### config.mk
export PLATFORM = sky130hd
export DESIGN_NAME = counter
export DESIGN_NICKNAME = d
export VERILOG_FILES = /design/src/rtl/counter.sv
export SDC_FILE = /design/constraint.sdc
export NUM_CORES = 1
export LEC_CHECK = 0
export ABC_AREA = 0
export BUFFER_PORTS_ARGS = -buffer_cell sky130_fd_sc_hd__buf_4
export CAP_MARGIN = 5
export CORE_AREA = 4 4 41 43
export DETAILED_ROUTE_END_ITERATION = 10
export DIE_AREA = 0 0 45 47
export HOLD_SLACK_MARGIN = 0.12
export PLACE_DENSITY = 0.3
export SYNTH_ARGS = -nofsm -noshare
export SYNTH_HDL_FRONTEND = slang
export SYNTH_SLANG_ARGS = --single-unit
### constraint.sdc
create_clock -name clk -period 2.3 [get_ports clk]
set_input_delay 0.46 -clock clk [delete_from_list [all_inputs] [get_ports clk]]
set_output_delay 0.46 -clock clk [all_outputs]
set_load 0.02 [all_outputs]
### src/rtl/counter.sv
// Saturating up-counter with count enable.
// Clears synchronously on active-low reset and holds at all-ones.
module counter #(
  parameter int WIDTH = 4
) (
  input  logic             clk,
  input  logic             reset,
  input  logic             satEn,
  output logic [WIDTH-1:0] val_out
);

  localparam logic [WIDTH-1:0] MAX = '1;

  logic [WIDTH-1:0] cnt;

  // Reset wins over everything, so an unknown enable cannot leak into the clear.
  always_ff @(posedge clk) begin
    if (!reset) begin
      cnt <= '0;
    end else if (satEn && (cnt != MAX)) begin
      cnt <= cnt + 1'b1;
    end else begin
      cnt <= cnt;
    end
  end

  assign val_out = cnt;

endmodule

## Word-level counts from Yosys, hierarchy flattened

Cells that the tools add are included.

| storage, ports and cells | value |
|---|---|
| register bits after elaboration | 4 |
| word-level logic and storage cells | 4 |

| cells by class | value |
|---|---|
| add/subtract/negate cells | 1 |
| eq/ne operators | 1 |
| reductions and logical operators | 1 |

Operators by type and width:

| cell | count |
|---|---|
| $add A4 B1 Y4 const B | 1 |
| $ne A4 B4 Y1 const B | 1 |
| $logic_and A1 B1 Y1 | 1 |

## Depth between registers and ports, before layout

| logic depth | value |
|---|---|
| depth in word-level cells | 2 |
| depth in mapped cells | 4 |

## Least setup slack after synthesis

OpenSTA, ideal clock, no wires.

| timing | value |
|---|---|
| kind | flip-flop to flip-flop |
| from | reg cnt[0] (netlist: val_out[0]) |
| to | reg cnt[0] (netlist: val_out[0]) |
| setup time | 0.072 ns |
| arrival time | 1.098 ns |
| data required time | 2.228 ns |
| setup slack | 1.131 ns |
| cell stages (with the launch flop) | 5 |
| buffers on the path | 0 |
| cells stage by stage | dfxtp_1 ha_1 nand3_1 nand2_1 mux2i_1 |

| between the ends | value |
|---|---|
| cells in the longest elaborated chain, start to end | 2 |
| elaborated cells between the ends (all ways) | 3 |
| classes of those cells | 1 x add/sub; 1 x eq/ne; 1 x reduce/logical |

RTL lines:

| element | line | RTL |
|---|---|---|
| start: declaration | 14 | `logic [WIDTH-1:0] cnt;` |
| start signal: assignment | 21 | `cnt <= cnt + 1'b1;` |
| start signal: assignment | 23 | `cnt <= cnt;` |
| parallel branches: the longest is 2 deep, another holds $add A4 B1 Y4 | - |  |

Parallel ways; which one is timed is not known.
A chain may end at the register's enable or synchronous reset.

## Final worst setup path

| timing | value |
|---|---|
| from | reg cnt[0] (netlist: val_out[0]) |
| to | out val_out[0] |

RTL lines:

| element | line | RTL |
|---|---|---|
| end: declaration | 9 | `output logic [WIDTH-1:0] val_out` |

No word-level cell between the ends.

==> summary.md <==
| Metric | Value |
|---|---|
| Status | finished, final reports clean |
| Warning count from the yosys run | 0 |
| Synth Net Count | 26 |
| Post-Syn Instances | 22 |
| Yosys cell types | 13 |
| # IOs | 7 |
| Worst path cell trace | buf_4 |
| Max FFs per register | 4 |
| Largest net degree at the start of global routing | 8 |
| Detailed Route WL | between 400 and 500 um |
| Slew headroom | 88.1% |
| PortBufs | 6 |
| Routed WL per cell | 9.28 um |
| Lkg Pwr | approximately 0.13 nW |
| Total GRT Usage | around 5.0% |
| Critical Path AT | ~0.8 ns |
| RSZ-0062 raised after global routing | false |
| XOR/XNOR Fraction of Synth Area | 0% |
| Max Clk Rate | between 700 and 800 MHz |
| Die H | between 40 and 50 um |
| Antenna violations before repair | 0 |
| Initial Utilization | between 10% and 20% |
| CTS sink cnt | 4 |
| Vias in the first global route | ~180 |
| CTS tree | yes |
| Mux contribution to synthesized area | 10.2% |
| Setup violations, final | 0 |
| MaxCap Viol Count | 0 |
| Number of diodes | 0 |
| VDD IR-drop max | 0.180 mV |
| CTS Hold Bufs | 0 |
| Final instance area | 283 um2 |
| R2R cell count | 4 |
| Critical Path End Type | output port |
| Vias/cell | just under 4 |
| Area share of the largest cell type after synthesis | 40.8% |
| Nets | 37 |
| Sequential fraction of the synthesis area | about two fifths |
| Synthesized flop and latch total | 4 |
| Post-synthesis compound-gate area fraction | 11.5% |
| DRT iter0 DRCs | 0 |
| Worst-margin pin slew | roughly 0.18 ns |
| Worst-skew pair later-pin latency | 0.23 ns |
| Max-slew violation count | 0 |
| Buffers and inverters on the worst path | 1 |
| Share of layout cells above drive strength 1 | 35.5% |
| Core Area | roughly 0.0013 mm2 |
| Final Critical Period | approximately 1.3 ns |
| Post-CTS resize count | 0 |
| P per Cell Area | between 600 and 700 mW/mm2 |
| Final period utilization | a little under three fifths |
| # fillers | 159 |
| Row count | 13 |
| Stages on the worst setup path | 1 |
| Synth Cell Area | between 150 and 200 um2 |
| WS Path Type | flop to output port |
| Worst Hold Path Cells | 3 |
| DR pass1 iterations | 1 |
| Area after DPL | about 260 um2 |
| Crit path required time | ~1.8 ns |
| Largest family of logic cells by synthesized area | simple AND/OR/NAND/NOR gates |
| Fin util | 21.7% |
| HP Class | input pin to flop |
| Die Footprint | about 0.0021 mm2 |
| DRC Markers | 0 |
| Total congestion overflow | 0 |
| Final Skew | approximately 0.0033 ns |
| Post-Synth Adder-Cell Area | between 6 and 7% |
| Final ANT Viol Nets | 0 |
| Setup TNS Final | 0 ns |
| First-pass GRT wire length | around 680 um |
| Via count | ~180 |
| CTS Buffer Depth | 2 |
| Final Hold Fails | 0 |
| Area grow syn2layout | 43.9% |
| Clock root buffer | clkbuf_4 |
| Synth top area cells | dfxtp_1 41%, nand2_1 11%, mux2i_1 10% |
| # H-tree levels | 1 |
| CTS Buf Count | 3 |
| Simple-gate share of the synthesized area | 29.3% |
| Slowest-stage cell, CP | dfxtp_1 |
| Worst-path fanout max | 5 |
| Syn_area_per_cell | slightly below 9 um2 |
| CP peak stage delay | roughly 0.40 ns |
| Clock transition at path regs | 0.04 ns |
| Most frequent cells in the layout | 6 x nand2_1, 6 x buf_4, 4 x dfxtp_1 |
| Dominant cell type by area after synthesis | dfxtp_1 |
| Cell family with most CP delay | flip-flops |
| Crit path launch type | flop |
| Die W | 45 um |
| Routability cong. | about 0.65 |
| Post-CTS Setup Inserts | 0 |
power by group:
| group | internal, mW | total (mW) | switching (mW) |
|---|---|---|---|
| Combinational | 0.0110 | 0.0234 | 0.0123 |
| Clock | 0.0584 | 0.0873 | 0.0289 |
| Sequential | 0.0734 | 0.0776 | 0.00423 |
| Total | 0.143 | 0.188 | 0.0454 |
synth_stat cells:
| master | number |
|---|---|
| a31o_1 | 1 |
| nand3_1 | 1 |
| nand4b_1 | 1 |
| a21oi_2 | 1 |
| a21oi_1 | 1 |
| ha_1 | 1 |
| inv_1 | 1 |
| dfxtp_1 | 4 |
| nand2_1 | 6 |
| nand2b_1 | 1 |
| and4_4 | 1 |
| mux2i_1 | 2 |
| nor2_1 | 1 |
metrics by stage:
step | total power [mW] | cells | setup WS [ns] | hold WS (ns)
after global placement | 0.102 | 43 | 1.17 | 0.499
after CTS | 0.193 | 46 | 1.03 | 0.488
after detailed placement | 0.102 | 43 | 1.17 | 0.496
after global routing | 0.196 | 46 | 1.01 | 0.505
after floorplan | 0.0900 | 22 | 1.13 | 0.560
final | 0.188 | 46 | 1.03 | 0.493
cell families after synthesis:
logic type	count (synthesis)
buffers and inverters	1
flip-flops	4
AO/OA/AOI/OAI	3
adder cells (fa/ha/maj)	1
AND/OR/NAND/NOR	11
multiplexers	2
layout make-up:
type	count	area [um2]	share of cell area [%]
Clock buffer	3	22.5	7.96
Inverter	1	3.75	1.33
Timing Repair Buffer	6	45.0	15.9
Multi-Input combinational cell	17	113	39.8
Sequential cell	4	80.1	28.3
Tap cell	15	18.8	6.64
tightest hold or removal path, cell delays in order:
cell	delay, ns
buf_4	0.14
nand2_1	0.05
nor2_1	0.03
worst paths after layout:
| path | start | endpoint | slack (ns) |
|---|---|---|---|
| worst max register to register | val_out[0]$_SDFFE_PN0P_ | val_out[0]$_SDFFE_PN0P_ | 1.14 |
| worst max-delay path | val_out[0]$_SDFFE_PN0P_ | val_out[0] | 1.03 |
| worst min register to register | val_out[1]$_SDFFE_PN0P_ | val_out[1]$_SDFFE_PN0P_ | 0.50 |
| worst min-delay path | reset | val_out[2]$_SDFFE_PN0P_ | 0.49 |
metal layers:
metal,track usage (%),vias to the layer above,part of all wire (%)
li1,-,95,-
met4,7.02,0,0
met2,4.52,7,38
met5,0,-,0
met1,6.15,80,48
met3,3.07,0,14
Power figures use the tool's default switching activity.
